### config.mk
export PLATFORM = sky130hd
export DESIGN_NAME = array_decoder_seq
export DESIGN_NICKNAME = d
export VERILOG_FILES = /design/src/rtl/array_dec_pkg.sv /design/src/rtl/cwl_pulse_timer.sv /design/src/rtl/array_decoder_seq.sv
export SDC_FILE = /design/constraint.sdc
export NUM_CORES = 1
export LEC_CHECK = 0
export BUFFER_PORTS_ARGS = -buffer_cell sky130_fd_sc_hd__buf_2
export CAP_MARGIN = 20
export CORE_MARGIN = 10
export CORE_UTILIZATION = 40
export DETAILED_ROUTE_END_ITERATION = 10
export GPL_ROUTABILITY_DRIVEN = 1
export PLACE_DENSITY = 0.66
export REMOVE_ABC_BUFFERS = 1
export SETUP_SLACK_MARGIN = 0.4
export SLEW_MARGIN = 20
export SYNTH_ARGS = -nofsm -noshare
export SYNTH_HDL_FRONTEND = slang
export SYNTH_SLANG_ARGS = --single-unit
### constraint.sdc
create_clock -name clk -period 4.4 [get_ports clk]
set_input_delay 0.88 -clock clk [delete_from_list [all_inputs] [get_ports clk]]
set_output_delay 0.88 -clock clk [all_outputs]
set_load 0.01 [all_outputs]
### src/rtl/array_dec_pkg.sv
// Shared types and select decoding for the sequenced array row decoder.
package array_dec_pkg;

  // Widest select vector the decode helper produces; callers cast down to 2**NARRAY bits.
  localparam int SEL_MAX  = 256;
  localparam int IDX_BITS = 8;

  typedef enum logic [1:0] {
    MODE_PROGRAM = 2'b00,
    MODE_INFER   = 2'b01,
    MODE_READOUT = 2'b10,
    MODE_SWEEP   = 2'b11
  } mode_e;

  typedef enum logic [2:0] {
    ST_IDLE,
    ST_SETUP,
    ST_PULSE,
    ST_HOLD,
    ST_DONE
  } state_e;

  // Select vector for a mode: one-hot on idx for PROGRAM/SWEEP, all 2**narray arrays for
  // INFER, nothing for READOUT.
  function automatic logic [SEL_MAX-1:0] sel_decode(input mode_e mode,
                                                    input logic [IDX_BITS-1:0] idx,
                                                    input int unsigned narray);
    logic [SEL_MAX-1:0] s;
    s = '0;
    case (mode)
      MODE_PROGRAM, MODE_SWEEP: s[idx] = 1'b1;
      MODE_INFER: begin
        for (int i = 0; i < SEL_MAX; i++) s[i] = (i < (1 << narray));
      end
      default: s = '0;
    endcase
    return s;
  endfunction

endpackage

### src/rtl/cwl_pulse_timer.sv
// Down-counter timing the CWL high phase; expire marks the last pulse cycle.
module cwl_pulse_timer #(
  parameter int PW_BITS = 4
) (
  input  logic               clk,
  input  logic               rst_n,
  input  logic               load,
  input  logic [PW_BITS-1:0] len,
  output logic               active,
  output logic               expire
);

  logic [PW_BITS-1:0] cnt_q;
  logic               run_q;

  // Load len-1 on request, count down while running, stop at terminal count (no wrap).
  always_ff @(posedge clk or negedge rst_n) begin
    if (!rst_n) begin
      cnt_q <= '0;
      run_q <= 1'b0;
    end else if (load) begin
      cnt_q <= len - PW_BITS'(1);
      run_q <= 1'b1;
    end else if (run_q) begin
      if (cnt_q == '0) run_q <= 1'b0;
      else             cnt_q <= cnt_q - PW_BITS'(1);
    end
  end

  assign active = run_q;
  assign expire = run_q && (cnt_q == '0);

endmodule

### src/rtl/array_decoder_seq.sv
// Sequenced row decoder: array select, word address and a timed CWL pulse per operation.
//
// state | meaning
// IDLE  | waiting for start; select/word hold their last values
// SETUP | select and word driven, CWL low (READOUT clears all and finishes)
// PULSE | CWL follows select for the latched pulse length
// HOLD  | CWL low, select held; SWEEP steps to the next array from here
// DONE  | one-cycle completion strobe
module array_decoder_seq #(
  parameter  int NARRAY  = 2,
  parameter  int NWORD   = 3,
  parameter  int PW_BITS = 4,
  localparam int N       = NWORD + NARRAY,
  localparam int NSEL    = 1 << NARRAY
) (
  input  logic                    clk,
  input  logic                    rst_n,
  input  logic                    start,
  input  logic                    abort,
  input  logic [1:0]              mode,
  input  logic [N-1:0]            adr_full_row,
  input  logic [PW_BITS-1:0]      pulse_len,
  output logic                    busy,
  output logic                    done,
  output logic [NSEL-1:0]         cwl_in,
  output logic [NWORD+2*NSEL-1:0] reg_lrs
);

  import array_dec_pkg::*;

  state_e             state;
  mode_e              mode_q;
  mode_e              mode_in;
  logic [NARRAY-1:0]  idx_q;
  logic [NARRAY-1:0]  idx_start;
  logic [NARRAY-1:0]  idx_next;
  logic [PW_BITS-1:0] len_q;
  logic [PW_BITS-1:0] len_start;
  logic [NWORD-1:0]   word_q;
  logic [NSEL-1:0]    sel_q;
  logic [NSEL-1:0]    cwl_q;
  logic               busy_q;
  logic               done_q;
  logic               timer_load;
  logic               timer_active;
  logic               timer_expire;

  assign mode_in   = mode_e'(mode);
  assign idx_start = (mode_in == MODE_SWEEP) ? '0 : adr_full_row[N-1:NWORD];
  assign len_start = (pulse_len == '0) ? PW_BITS'(1) : pulse_len;
  assign idx_next  = idx_q + NARRAY'(1);

  assign timer_load = (state == ST_SETUP) && (mode_q != MODE_READOUT);

  cwl_pulse_timer #(.PW_BITS(PW_BITS)) u_timer (
    .clk    (clk),
    .rst_n  (rst_n),
    .load   (timer_load),
    .len    (len_q),
    .active (timer_active),
    .expire (timer_expire)
  );

  // Operation sequencer with registered select, CWL, word, busy and done.
  always_ff @(posedge clk or negedge rst_n) begin
    if (!rst_n) begin
      state  <= ST_IDLE;
      mode_q <= MODE_PROGRAM;
      idx_q  <= '0;
      len_q  <= '0;
      word_q <= '0;
      sel_q  <= '0;
      cwl_q  <= '0;
      busy_q <= 1'b0;
      done_q <= 1'b0;
    end else if (abort && (state != ST_IDLE)) begin
      state  <= ST_IDLE;
      cwl_q  <= '0;
      sel_q  <= '0;
      busy_q <= 1'b0;
      done_q <= 1'b0;
    end else begin
      done_q <= 1'b0;
      case (state)
        ST_IDLE: begin
          if (start && !abort) begin
            mode_q <= mode_in;
            idx_q  <= idx_start;
            len_q  <= len_start;
            sel_q  <= NSEL'(sel_decode(mode_in, IDX_BITS'(idx_start), NARRAY));
            word_q <= (mode_in == MODE_READOUT) ? '0 : adr_full_row[NWORD-1:0];
            cwl_q  <= '0;
            busy_q <= 1'b1;
            state  <= ST_SETUP;
          end
        end
        ST_SETUP: begin
          if (mode_q == MODE_READOUT) begin
            sel_q  <= '0;
            cwl_q  <= '0;
            word_q <= '0;
            busy_q <= 1'b0;
            done_q <= 1'b1;
            state  <= ST_DONE;
          end else begin
            cwl_q <= sel_q;
            state <= ST_PULSE;
          end
        end
        ST_PULSE: begin
          // Leaving on a stopped timer too keeps the FSM from sticking in PULSE.
          if (timer_expire || !timer_active) begin
            cwl_q <= '0;
            state <= ST_HOLD;
          end
        end
        ST_HOLD: begin
          if ((mode_q == MODE_SWEEP) && (idx_q != {NARRAY{1'b1}})) begin
            idx_q <= idx_next;
            sel_q <= NSEL'(sel_decode(mode_q, IDX_BITS'(idx_next), NARRAY));
            state <= ST_SETUP;
          end else begin
            busy_q <= 1'b0;
            done_q <= 1'b1;
            state  <= ST_DONE;
          end
        end
        ST_DONE: state <= ST_IDLE;
        default: begin
          cwl_q  <= '0;
          busy_q <= 1'b0;
          state  <= ST_IDLE;
        end
      endcase
    end
  end

  assign busy    = busy_q;
  assign done    = done_q;
  assign cwl_in  = cwl_q;
  assign reg_lrs = {sel_q, cwl_q, word_q};

endmodule

==> Flow_metrics.wiki, run 1 <==
{| class="wikitable"
! Metric !! Value
|-
| Count of port buffers added during placement || 31
|-
| Detailed-routed wire length on met2 || 1.85 mm
|-
| Final Cell Area || 2030 um^2
|-
| Hpwl dp || 2.95 mm
|-
| Number of sinks on the clock net || 29
|-
| Pin count of the biggest net entering global routing || 30
|-
| Global-route wire length before repair || 6.73 mm
|-
| Clock-pin slew of the registers on the worst-case setup and hold paths || 0.06 ns
|-
| # IOs || 32
|-
| Arrival time at the worst endpoint || 2.25 ns
|-
| Most common cell in the synthesized netlist || sky130_fd_sc_hd__dfrtp_1
|-
| Period minus WS final || 2.06 ns
|-
| Top layer in use || met4
|-
| Highest ir drop seen on vdd || 0.000221 V
|-
| Net count, final || 236
|-
| Worst Hold Launch || len_q[0]$_DFFE_PN0P_
|-
| Predominant post-synthesis flop cell || sky130_fd_sc_hd__dfrtp_1
|-
| Worst R2R Setup Slack || 2.34 ns
|-
| Post-synth top cells || 29 x sky130_fd_sc_hd__dfrtp_1, 17 x sky130_fd_sc_hd__nor2_1, 12 x sky130_fd_sc_hd__a21oi_1, 12 x sky130_fd_sc_hd__ha_1, 11 x sky130_fd_sc_hd__o21ai_0
|-
| Top cells by area, synth || sky130_fd_sc_hd__dfrtp_1 42%, sky130_fd_sc_hd__ha_1 8.6%, sky130_fd_sc_hd__nor2_1 3.7%
|-
| Clock insertion delay at the later pin of the skew report || 0.28 ns
|-
| Pwr per Cell Area || 560 nW/um^2
|-
| Total via count in the routed design || 1424
|-
| Static leakage power || 0.965 nW
|-
| Worst Reg-to-Reg Cells || 5
|-
| Accumulated negative setup slack || 0 ns
|-
| Number of instances resized during post-cts repair || 0
|-
| Die outline width || 86.1 um
|-
| Number of iterations in the first detailed-routing pass || 4
|-
| Layout Skew || 0.00770 ns
|-
| Reg-to-reg critical path endpoint || u_timer.cnt_q[2]$_DFFE_PN0P_
|-
| Area share of the largest cell type after synthesis || 0.416
|-
| Min-Delay Path Depth || 1
|-
| Launching point of the worst reg2reg path || state[1]$_DFFE_PN0P_
|-
| Wirelength, routed || 3.91 mm
|-
| Maximum buffer depth of the clock tree || 2
|-
| Length of routed wiring on met1 || 1.81 mm
|-
| Routed wire length on met3 || 231 um
|-
| Vias in the first global route || 1472
|-
| Worst-case hold path end point || u_timer.cnt_q[0]$_DFFE_PN0P_
|-
| Proportion of layout cells with a drive suffix above 1 || 0.224
|-
| Timing-limited maximum frequency || 0.485 GHz
|-
| Clock tree from TritonCTS || done
|-
| Detailed-route DRC error count || 0
|-
| Number of flops mapped to enable cells by yosys || 0
|-
| Number of setup buffers added after CTS || 0
|-
| Critical path endpoint category || flop
|-
| Cell type contributing the most total cell area after synthesis || sky130_fd_sc_hd__dfrtp_1
|-
| Number of antenna violations at the first check in global routing || 0
|-
| Total congestion overflow after global routing || 0
|-
| Sequential-to-total area share from yosys stat || 0.416
|-
| Number of synthesis warnings || 0
|-
| Result of the run || complete, no violations
|-
| Slew @ Worst Pin || 0.756 ns
|-
| Routed wire per std cell || 15.1 um
|-
| Count of different cell masters after synthesis || 40
|-
| DRC marker count from the first detailed-route iteration || 172
|-
| Max-capacitance violation count || 0
|-
| GRT Util Overall || 0.112
|-
| Mean instance size in the synthesized netlist || 9.59 um^2
|-
| Final weighted congestion in routability-driven placement || 0.908
|-
| Die span in y || 86.1 um
|-
| Largest driver fanout on the critical path || 27
|-
| Setup-violating endpoint count in the final report || 0
|-
| Final slew viol count || 0
|-
| Post-Syn Instances || 182
|-
| Type of the tightest min-delay check || reg -> reg
|-
| Post-synthesis instance area || 1750 um^2
|-
| Via density per instance || 5.48
|-
| WP data required || 4.59 ns
|-
| Master cell of the clock root buffer || sky130_fd_sc_hd__clkbuf_8
|-
| Unrepaired setup endpoints after global routing || false
|-
| Flops & latches, synth || 29
|-
| Total cell area at the placement stage || 1900 um^2
|-
| Share of synthesized flip-flops with an asynchronous set or reset || 1.00
|-
| Die area || 7410 um^2
|-
| Antenna Nets Post-Route || 0
|-
| Critical path class || reg -> reg
|-
| Number of hold violations in the final report || 0
|-
| Clock buffer count from CTS || 5
|-
| Area of the placeable core || 4120 um^2
|-
| Worst slew margin || 0.496
|-
| Number of cell rows || 23
|-
| Total inserted antenna cells || 0
|-
| Post-route fraction of the period consumed by the critical path || 0.469
|-
| H-tree depth || 2
|-
| Effective utilization at floorplan || 0.424
|-
| Signed area change from the synthesized netlist to the final layout || 16.4%
|-
| Number of buffers inserted by hold repair at cts || 0
|-
| Startpoint kind of the worst setup timing path || flop
|}
state kept, by name, summed over array words and instances (netlist names):
name            cells
len_q               4
idx_q               2
done                1
state               3
sel_q               4
mode_q              2
u_timer.active      1
cwl_in              4
u_timer.cnt_q       4
word_q              3
busy                1
layout by cell type, fill, tap and decap left out, types with 3 or more instances in the layout:
cell type / synthesis / final
sky130_fd_sc_hd__nor3_1: 10 / 10
sky130_fd_sc_hd__nand2_1: 9 / 9
sky130_fd_sc_hd__nor2_1: 17 / 17
sky130_fd_sc_hd__nand2b_1: 4 / 4
sky130_fd_sc_hd__a22o_1: 7 / 7
sky130_fd_sc_hd__ha_1: 12 / 12
sky130_fd_sc_hd__nand3b_1: 3 / 3
sky130_fd_sc_hd__a21oi_1: 12 / 12
sky130_fd_sc_hd__o32a_1: 4 / 4
sky130_fd_sc_hd__mux2_2: 3 / 3
sky130_fd_sc_hd__nand3_1: 3 / 3
sky130_fd_sc_hd__inv_1: 10 / 10
sky130_fd_sc_hd__o2bb2ai_1: 4 / 4
sky130_fd_sc_hd__o21ai_0: 11 / 11
sky130_fd_sc_hd__mux2i_1: 4 / 4
sky130_fd_sc_hd__clkbuf_8: 0 / 5
sky130_fd_sc_hd__buf_2: 1 / 31
sky130_fd_sc_hd__a31oi_1: 5 / 5
sky130_fd_sc_hd__dfrtp_1: 29 / 29
worst max-delay path by stage:
stage | endpoint | start | cells after the start
CTS | u_timer.cnt_q[2]$_DFFE_PN0P_ | state[1]$_DFFE_PN0P_ | 5
floorplan | idx_q[0]$_DFFE_PN0P_ | start | 4
finish | u_timer.cnt_q[2]$_DFFE_PN0P_ | state[1]$_DFFE_PN0P_ | 5
global route | u_timer.cnt_q[2]$_DFFE_PN0P_ | state[1]$_DFFE_PN0P_ | 5
global placement | idx_q[0]$_DFFE_PN0P_ | start | 5
detailed placement | idx_q[0]$_DFFE_PN0P_ | start | 5
routing by layer:
metal	vias to the layer above	track usage
met3	2	0.0407
met5	-	0
li1	708	-
met2	43	0.176
met1	671	0.135
met4	0	0.0449
cell families after synthesis:
logic type / count (synthesis) / synth area share
xor+xnor: 1 / 0.00502
compound gates: 52 / 0.201
fa+ha+maj: 13 / 0.0918
flops: 29 / 0.416
mux: 7 / 0.0423
buf+inv: 21 / 0.0588
simple gates: 59 / 0.185
where the power goes:
part	switching [mW]	internal [mW]	leakage [nW]
logic	0.197	0.171	0.527
registers	0.0941	0.349	0.370
clock network	0.102	0.225	0.0681
total	0.393	0.744	0.965
worst max-delay path, stage by stage (launching register included):
cell	delay (ns)
sky130_fd_sc_hd__dfrtp_1	0.66
sky130_fd_sc_hd__nor4b_2	0.63
sky130_fd_sc_hd__mux2i_1	0.26
sky130_fd_sc_hd__ha_1	0.19
sky130_fd_sc_hd__a211oi_1	0.05
sky130_fd_sc_hd__nor3_1	0.19
area by class of cell:
cell class	count	area (um^2)
multi-input cells	132	917
clock inverters	3	65.1
fillers	359	2080
flip-flops and latches	29	726
well taps	50	62.6
clock buffers	5	68.8
repair buffers	31	155
inverters	10	37.5
stage by stage:
step	power [mW]	util	cells	setup WS (ns)	hold WS, ns
after global routing	1.23	0.494	260	2.04	0.532
final	1.14	0.494	260	2.34	0.505
after global placement	0.812	0.461	252	2.24	0.495
after detailed placement	0.815	0.461	252	2.21	0.496
after floorplan	0.688	-	171	2.44	0.461
after CTS	1.15	0.494	260	2.33	0.507
No activity file was read; power rests on OpenSTA's default activity.
==> run 2: changes to the inputs <==
Settings changed: ABC_AREA from default to 1, PLACE_DENSITY 0.66 to 0.65.
Clock period 4.4 ns to 1.9 ns, I/O delays scaled along.
==> run 2 against run 1 <==
Largest cell class unchanged. Worst hold slack got worse by 0.38 ns. Synthesized cell count grew 24%. Critical path type unchanged. Critical path depth up 5. Combinational power grew to 6.2 times the previous value. Non-clock buffer count grew 15. Core utilization up 2.7 points. Via count increased by 13%.
==> Flow_metrics.wiki, run 2 <==
{| class="wikitable"
! Metric !! Value
|-
| Total cell area at the placement stage || 1990 um^2 (was 1900 um^2)
|-
| Final instance count without filler cells || 326 (was 260)
|-
| Effective utilization at floorplan || 0.416 (was 0.424)
|-
| Post-synthesis instance area || 1810 um^2 (was 1750 um^2)
|-
| Number of antenna violations at the first check in global routing || 0 (unchanged)
|-
| Number of sinks on the clock net || 29 (unchanged)
|-
| Max-capacitance violation count || 0 (unchanged)
|-
| Detailed-route DRC error count || 0 (unchanged)
|-
| Final weighted congestion in routability-driven placement || 0.908 (unchanged)
|-
| Most common cell in the synthesized netlist || sky130_fd_sc_hd__nand2_1 (was sky130_fd_sc_hd__dfrtp_1)
|-
| Number of cell rows || 24 (was 23)
|-
| Number of iterations in the first detailed-routing pass || 4 (unchanged)
|-
| Cell type contributing the most total cell area after synthesis || sky130_fd_sc_hd__dfrtp_1 (unchanged)
|-
| Layout Skew || 0.00425 ns (was 0.00770 ns)
|-
| WP data required || 2.07 ns (was 4.59 ns)
|-
| Antenna Nets Post-Route || 0 (unchanged)
|-
| Global-route wire length before repair || 7.02 mm (was 6.73 mm)
|-
| # IOs || 32 (unchanged)
|-
| Net count, final || 300 (was 236)
|-
| Pwr per Cell Area || 1690 nW/um^2 (was 560 nW/um^2)
|-
| Share of synthesized flip-flops with an asynchronous set or reset || 1.00 (unchanged)
|-
| Setup slack after layout || 0.433 ns (was 2.34 ns)
|-
| Clock tree from TritonCTS || done (unchanged)
|-
| Critical path endpoint category || flop (unchanged)
|-
| Clock insertion delay at the later pin of the skew report || 0.29 ns (was 0.28 ns)
|-
| Compound-gate portion of the synthesized area || 0.132 (was 0.201)
|-
| Number of flops mapped to enable cells by yosys || 0 (unchanged)
|-
| Maximum buffer depth of the clock tree || 2 (unchanged)
|-
| Final slew viol count || 0 (unchanged)
|-
| Predominant post-synthesis flop cell || sky130_fd_sc_hd__dfrtp_1 (unchanged)
|-
| Die outline width || 87.3 um (was 86.1 um)
|-
| Post-synthesis share of cell area spent on and, or, nand and nor gates || 0.288 (was 0.185)
|-
| Sequential-to-total area share from yosys stat || 0.401 (was 0.416)
|-
| Hpwl dp || 3.13 mm (was 2.95 mm)
|-
| Top library cells by usage in the layout, fill and taps aside || 49 x sky130_fd_sc_hd__nand2_1, 31 x sky130_fd_sc_hd__buf_2, 28 x sky130_fd_sc_hd__inv_1, 27 x sky130_fd_sc_hd__dfrtp_1, 15 x sky130_fd_sc_hd__o21ai_0 (was 31 x sky130_fd_sc_hd__buf_2, 29 x sky130_fd_sc_hd__dfrtp_1, 17 x sky130_fd_sc_hd__nor2_1, 12 x sky130_fd_sc_hd__a21oi_1, 12 x sky130_fd_sc_hd__ha_1)
|-
| Filler Cell Count || 394 (was 359)
|-
| Clock-pin slew of the registers on the worst-case setup and hold paths || 0.06 ns (about the same)
|-
| Worst slew margin || 0.557 (was 0.496)
|-
| H-tree depth || 2 (unchanged)
|-
| Timing-limited maximum frequency || 0.682 GHz (was 0.485 GHz)
|-
| Setup-violating endpoint count in the final report || 0 (unchanged)
|-
| Critical path class || reg -> reg (unchanged)
|-
| Count of port buffers added during placement || 31 (unchanged)
|-
| Area share of the largest cell type after synthesis || 0.401 (was 0.416)
|-
| Number of buffers inserted by hold repair at cts || 0 (unchanged)
|-
| Final Cell Area || 2270 um^2 (was 2030 um^2)
|-
| Mean instance size in the synthesized netlist || 8.04 um^2 (was 9.59 um^2)
|-
| Total inserted antenna cells || 0 (unchanged)
|-
| Clock buffer count from CTS || 5 (unchanged)
|-
| Signed area change from the synthesized netlist to the final layout || 25.4% (was 16.4%)
|-
| Via density per instance || 4.93 (was 5.48)
|-
| Sequential cell area || 728 um^2 (was 726 um^2)
|-
| Post-synth top cells || 54 x sky130_fd_sc_hd__nand2_1, 30 x sky130_fd_sc_hd__inv_1, 29 x sky130_fd_sc_hd__dfrtp_1, 17 x sky130_fd_sc_hd__o21ai_0, 14 x sky130_fd_sc_hd__nand3_1 (was 29 x sky130_fd_sc_hd__dfrtp_1, 17 x sky130_fd_sc_hd__nor2_1, 12 x sky130_fd_sc_hd__a21oi_1, 12 x sky130_fd_sc_hd__ha_1, 11 x sky130_fd_sc_hd__o21ai_0)
|-
| Result of the run || complete, no violations (unchanged)
|-
| Accumulated negative setup slack || 0 ns (unchanged)
|-
| Unrepaired setup endpoints after global routing || true (was false)
|-
| Master cell of the clock root buffer || sky130_fd_sc_hd__clkbuf_8 (unchanged)
|-
| Slew @ Worst Pin || 0.664 ns (was 0.756 ns)
|-
| Post-route fraction of the period consumed by the critical path || 0.772 (was 0.469)
|-
| Die span in y || 87.3 um (was 86.1 um)
|-
| Area of the placeable core || 4350 um^2 (was 4120 um^2)
|-
| Top cells by area, synth || sky130_fd_sc_hd__dfrtp_1 40%, sky130_fd_sc_hd__nand2_1 11%, sky130_fd_sc_hd__ha_1 8.3% (was sky130_fd_sc_hd__dfrtp_1 42%, sky130_fd_sc_hd__ha_1 8.6%, sky130_fd_sc_hd__nor2_1 3.7%)
|-
| Wirelength, routed || 4.41 mm (was 3.91 mm)
|-
| Die area || 7610 um^2 (was 7410 um^2)
|-
| Most frequent standard cell in the layout excluding fill and tap cells || sky130_fd_sc_hd__nand2_1 (was sky130_fd_sc_hd__buf_2)
|-
| Proportion of layout cells with a drive suffix above 1 || 0.328 (was 0.224)
|-
| Type of the tightest min-delay check || in -> async (was reg -> reg)
|-
| Total congestion overflow after global routing || 0 (unchanged)
|-
| Period minus WS final || 1.47 ns (was 2.06 ns)
|-
| DRC marker count from the first detailed-route iteration || 94 (was 172)
|-
| Routed wire per std cell || 13.5 um (was 15.1 um)
|-
| Dominant combinational cell family by area after synthesis || simple AND/OR/NAND/NOR gates (was compound AO/OA/AOI/OAI gates)
|-
| Xor and xnor fraction of the mapped netlist area || 0 (was 0.00502)
|-
| Startpoint kind of the worst setup timing path || flop (unchanged)
|-
| Total via count in the routed design || 1607 (was 1424)
|-
| Area used by multi-input combinational logic || 973 um^2 (was 917 um^2)
|-
| Number of synthesis warnings || 0 (unchanged)
|-
| Highest ir drop seen on vdd || 0.000537 V (was 0.000221 V)
|-
| # placed instances || 303 (was 252)
|-
| GRT Util Overall || 0.116 (was 0.112)
|-
| Static leakage power || 1.19 nW (was 0.965 nW)
|-
| Share of cell area taken by muxes after synthesis || 0 (was 0.0423)
|-
| Pin count of the biggest net entering global routing || 30 (unchanged)
|-
| Dpl ws || 0.174 ns (was 2.21 ns)
|-
| Largest driver fanout on the critical path || 5 (was 27)
|-
| Count of different cell masters after synthesis || 27 (was 40)
|-
| Post-Syn Instances || 225 (was 182)
|-
| Adder-cell share of the synthesized area || 0.0830 (was 0.0918)
|-
| Vias in the first global route || 1527 (was 1472)
|-
| Flops & latches, synth || 29 (unchanged)
|-
| Arrival time at the worst endpoint || 1.64 ns (was 2.25 ns)
|-
| Number of hold violations in the final report || 0 (unchanged)
|}
==> run 2: cell count changes after synthesis, moves of 6 or more <==
cell	change
sky130_fd_sc_hd__nor2_4	+6
sky130_fd_sc_hd__nor2_1	-8
sky130_fd_sc_hd__a22o_1	-7
sky130_fd_sc_hd__nand3_1	+11
sky130_fd_sc_hd__o21ai_1	+8
sky130_fd_sc_hd__nand4_1	+6
sky130_fd_sc_hd__o21ai_0	+6
sky130_fd_sc_hd__nor3_1	-8
sky130_fd_sc_hd__nand2_1	+45
sky130_fd_sc_hd__inv_1	+20
==> run 2: metrics by stage <==
step	utilization	hold WS, ns	power [mW]
after floorplan	-	0.0844	2.41
after global placement	0.458	0.447	2.86
after detailed placement	0.458	0.458	2.87
after CTS	0.497	0.151	3.57
after global routing	0.521	0.183	4.18
final	0.521	0.120	3.84
==> run 2: layer usage <==
metal	vias up	share of wire	global-route usage
li1	827	-	-
met1	713	0.46	0.142
met2	51	0.44	0.175
met3	16	0.063	0.0384
met4	0	0.031	0.0667
met5	-	0	0
==> run 2: cells by family after synthesis <==
group | Yosys count
compound gates | 42
fa+ha+maj | 12
buf+inv | 41
flops | 29
simple gates | 101
==> run 2: cell type report <==
type | instances | area share
Timing Repair Buffer | 46 | 0.121
Tap cell | 52 | 0.0287
Sequential cell | 29 | 0.321
Clock buffer | 8 | 0.0353
Multi-Input combinational cell | 155 | 0.429
Inverter | 36 | 0.0650
==> run 2: final timing paths <==
check	start	end	slack, ns	depth (start not counted)
hold / removal	rst_n	word_q[1]$_DFFE_PN0P_	0.12	1
hold reg to reg	len_q[0]$_DFFE_PN0P_	len_q[0]$_DFFE_PN0P_	0.48	2
setup reg to reg	mode_q[0]$_DFFE_PN0P_	busy$_DFFE_PN0P_	0.43	10
setup / recovery	mode_q[0]$_DFFE_PN0P_	busy$_DFFE_PN0P_	0.43	10
max in group asynchronous	rst_n	state[2]$_DFFE_PN0P_	1.31	1
min in group clk	adr_full_row[0]	word_q[0]$_DFFE_PN0P_	0.35	3
==> run 2: power breakdown <==
| part | total, mW | internal [mW] | switching, mW |
|---|---|---|---|
| registers | 1.07 | 0.887 | 0.184 |
| clock network | 0.488 | 0.259 | 0.229 |
| logic | 2.28 | 0.914 | 1.36 |
==> run 2: repair_timing <==
item	4_1_cts	5_1_grt
pin swaps	2	7
gates resized for setup	7	21
setup endpoints to repair	4	18
endpoints found under the hold margin	0	0
setup buffers	10	5
==> run 2: worst max-delay path, cell delays in order (launching register included) <==
cell	delay [ns]
sky130_fd_sc_hd__dfrtp_1	0.38
sky130_fd_sc_hd__inv_1	0.06
sky130_fd_sc_hd__ha_2	0.19
sky130_fd_sc_hd__inv_4	0.06
sky130_fd_sc_hd__nand3_4	0.10
sky130_fd_sc_hd__buf_4	0.15
sky130_fd_sc_hd__inv_4	0.05
sky130_fd_sc_hd__nor2_2	0.12
sky130_fd_sc_hd__nand3_1	0.12
sky130_fd_sc_hd__nand3_1	0.08
sky130_fd_sc_hd__nand2_1	0.05
==> run 3: changes to the inputs <==
Settings changed: PLACE_DENSITY 0.65 to 0.68.
Clock period 1.9 ns to 1.3 ns, I/O delays scaled along.
==> run 3 against run 2 <==
The run now ends with negative setup slack left. Worst hold slack gained 0.11 ns. Non-clock buffer count increased by 52. Core utilization up 16 points. Die area stayed put. Clock power rose by 56%. Setup slack worse by 0.57 ns. Clock skew increased by 0.0022 ns. Sequential share of layout area is 7.4 points lower. First-iteration DRC count shrank 17%. Clock-buffer cell count fell by 1. Combinational power is 130% higher. Critical endpoint is now word_q[2]$_DFFE_PN0P_.
==> Flow_metrics.wiki, run 3 (same netlist as run 2, synthesis figures left out) <==
{| class="wikitable"
! Metric !! Value
|-
| Hpwl dp || 3.51 mm (was 3.13 mm)
|-
| Number of antenna violations at the first check in global routing || 0 (unchanged)
|-
| Launching point of the worst reg2reg path || state[2]$_DFFE_PN0P_ (was mode_q[0]$_DFFE_PN0P_)
|-
| Number of iterations in the first detailed-routing pass || 4 (unchanged)
|-
| Total via count in the routed design || 1900 (was 1607)
|-
| Worst slew margin || 0.778 (was 0.557)
|-
| Antenna Nets Post-Route || 0 (unchanged)
|-
| Area of the placeable core || 4350 um^2 (unchanged)
|-
| Total congestion overflow after global routing || 0 (unchanged)
|-
| GR met3 Demand/Resource || 0.0300 (was 0.0384)
|-
| DRC marker count from the first detailed-route iteration || 78 (was 94)
|-
| Die area || 7610 um^2 (unchanged)
|-
| Period minus WS final || 1.44 ns (was 1.47 ns)
|-
| Clock insertion delay at the later pin of the skew report || 0.29 ns (about the same)
|-
| Static leakage power || 1.51 nW (was 1.19 nW)
|-
| Via density per instance || 5.03 (was 4.93)
|-
| Type of the tightest min-delay check || in -> reg (was in -> async)
|-
| Pin count of the biggest net entering global routing || 19 (was 30)
|-
| Met1 track demand over resource in global routing || 0.164 (was 0.142)
|-
| Proportion of layout cells with a drive suffix above 1 || 0.509 (was 0.328)
|-
| Vias in the first global route || 1884 (was 1527)
|-
| Dpl ws || -0.298 ns (was 0.174 ns)
|-
| Arrival time at the worst endpoint || 1.65 ns (was 1.64 ns)
|-
| Startpoint kind of the worst setup timing path || flop (unchanged)
|-
| Most frequent standard cell in the layout excluding fill and tap cells || sky130_fd_sc_hd__buf_4 (was sky130_fd_sc_hd__nand2_1)
|-
| Met2 global-route usage || 0.241 (was 0.175)
|-
| Maximum buffer depth of the clock tree || 2 (unchanged)
|-
| Number of hold violations in the final report || 0 (unchanged)
|-
| Global-route wire length before repair || 8.57 mm (was 7.02 mm)
|-
| Master cell of the clock root buffer || sky130_fd_sc_hd__clkbuf_8 (unchanged)
|-
| H-tree depth || 2 (unchanged)
|-
| Top library cells by usage in the layout, fill and taps aside || 51 x sky130_fd_sc_hd__buf_4, 43 x sky130_fd_sc_hd__nand2_1, 28 x sky130_fd_sc_hd__buf_2, 26 x sky130_fd_sc_hd__inv_1, 26 x sky130_fd_sc_hd__dfrtp_1 (was 49 x sky130_fd_sc_hd__nand2_1, 31 x sky130_fd_sc_hd__buf_2, 28 x sky130_fd_sc_hd__inv_1, 27 x sky130_fd_sc_hd__dfrtp_1, 15 x sky130_fd_sc_hd__o21ai_0)
|-
| Setup-violating endpoint count in the final report || 18 (was 0)
|-
| WP data required || 1.51 ns (was 2.07 ns)
|-
| Count of port buffers added during placement || 31 (unchanged)
|-
| Net count, final || 353 (was 300)
|-
| Clock tree from TritonCTS || done (unchanged)
|-
| Wirelength, routed || 5.39 mm (was 4.41 mm)
|-
| Die outline width || 87.3 um (unchanged)
|-
| Max-capacitance violation count || 0 (unchanged)
|-
| Min-Delay Path Depth || 3
|-
| Violated checks || negative setup slack
|-
| Result of the run || complete, but fails checks (was complete, no violations)
|-
| Detailed-route DRC error count || 0 (unchanged)
|-
| Clock-pin slew of the registers on the worst-case setup and hold paths || 0.06 ns (about the same)
|-
| Post-route fraction of the period consumed by the critical path || 1.10 (was 0.772)
|-
| Unrepaired setup endpoints after global routing || true (unchanged)
|-
| Highest ir drop seen on vdd || 0.000892 V (was 0.000537 V)
|-
| Effective utilization at floorplan || 0.416 (unchanged)
|-
| Worst-case hold path end point || len_q[0]$_DFFE_PN0P_
|-
| GRT Util Overall || 0.139 (was 0.116)
|-
| Worst R2R Setup Slack || -0.14 ns (was 0.43 ns)
|-
| Die span in y || 87.3 um (unchanged)
|-
| Timing-limited maximum frequency || 0.696 GHz (was 0.682 GHz)
|-
| Number of sinks on the clock net || 29 (unchanged)
|-
| Pwr per Cell Area || 2530 nW/um^2 (was 1690 nW/um^2)
|-
| Critical path class || reg -> reg (unchanged)
|-
| Slew @ Worst Pin || 0.330 ns (was 0.664 ns)
|-
| Total inserted antenna cells || 0 (unchanged)
|-
| Worst Hold Launch || pulse_len[0]
|-
| Number of cell rows || 24 (unchanged)
|-
| Largest driver fanout on the critical path || 6 (was 5)
|-
| Critical path endpoint category || flop (unchanged)
|-
| Worst Reg-to-Reg Cells || 8 (was 10)
|-
| Worst hold margin || 0.228 ns (was 0.120 ns)
|-
| Routed wire per std cell || 14.3 um (was 13.5 um)
|-
| Setup slack after layout || -0.136 ns (was 0.433 ns)
|-
| Signed area change from the synthesized netlist to the final layout || 63.4% (was 25.4%)
|-
| # IOs || 32 (unchanged)
|-
| Layout Skew || 0.00645 ns (was 0.00425 ns)
|-
| Clock buffer count from CTS || 5 (unchanged)
|-
| Reg-to-reg critical path endpoint || word_q[2]$_DFFE_PN0P_ (was busy$_DFFE_PN0P_)
|-
| Final weighted congestion in routability-driven placement || 0.845 (was 0.908)
|-
| Final slew viol count || 0 (unchanged)
|-
| Busiest grt layer || met2 (unchanged)
|}
==> run 3: final cells by class <==
cell class	count	area (um^2)
clock buffers	7	86.3
fillers	333	1400
multi-input cells	156	1150
repair buffers	98	758
inverters	36	166
flip-flops and latches	29	729
well taps	52	65.1
==> run 3: how the worst max path moves through the flow <==
stage,from,end,cells past startpoint
2_1_floorplan,mode_q[0]$_DFFE_PN0P_,u_timer.cnt_q[2]$_DFFE_PN0P_,11
5_1_grt,state[0]$_DFFE_PN0P_,u_timer.cnt_q[3]$_DFFE_PN0P_,10
3_3_place_gp,mode_q[0]$_DFFE_PN0P_,u_timer.cnt_q[2]$_DFFE_PN0P_,11
3_5_place_dp,mode_q[0]$_DFFE_PN0P_,u_timer.cnt_q[2]$_DFFE_PN0P_,11
6_report,state[2]$_DFFE_PN0P_,word_q[2]$_DFFE_PN0P_,8
4_1_cts,mode_q[0]$_DFFE_PN0P_,u_timer.cnt_q[2]$_DFFE_PN0P_,11
==> run 3: through the flow <==
step	instances	area (um^2)	util	TNS, ns	total power [mW]
global placement	333	2230	0.513	-2.01	4.68
finish	378	2960	0.679	-1.75	7.49
global route	378	2960	0.679	-3.27	8.04
detailed placement	333	2230	0.513	-3.08	4.76
floorplan	220	1770	-	-0.654	3.52
CTS	366	2730	0.626	-1.48	6.58
==> run 3: critical path, stage by stage (launching register included) <==
cell                       delay [ns]
sky130_fd_sc_hd__dfrtp_2         0.43
sky130_fd_sc_hd__clkinv_4        0.11
sky130_fd_sc_hd__nand3_4         0.14
sky130_fd_sc_hd__inv_6           0.07
sky130_fd_sc_hd__nand2_8         0.08
sky130_fd_sc_hd__nand2_4         0.09
sky130_fd_sc_hd__a21oi_4         0.21
sky130_fd_sc_hd__nand4_1         0.12
sky130_fd_sc_hd__o21ai_1         0.10
==> run 3: routing by layer <==
metal	share of wire	wire length, um
met1	0.42	2260
met2	0.51	2730
met3	0.055	298
met4	0.020	107
met5	0	0
==> run 3: timing repair <==
| action | 4_1_cts | 5_1_grt |
|---|---|---|
| setup buffers | 24 | 12 |
| setup endpoints to repair | 46 | 48 |
| pin swaps | 30 | 19 |
| gates resized for setup | 63 | 31 |
| gates cloned | 1 | 0 |
| endpoints found under the hold margin | 11 | 0 |
| hold buffers | 1 | 0 |
==> run 3: report_power, final <==
| part | total (mW) | internal (mW) | leakage (nW) | switching (mW) |
|---|---|---|---|---|
| sequential | 1.55 | 1.30 | 0.367 | 0.252 |
| combinational | 5.18 | 2.48 | 1.10 | 2.70 |
| clock | 0.761 | 0.419 | 0.0443 | 0.342 |
| total | 7.49 | 4.19 | 1.51 | 3.29 |
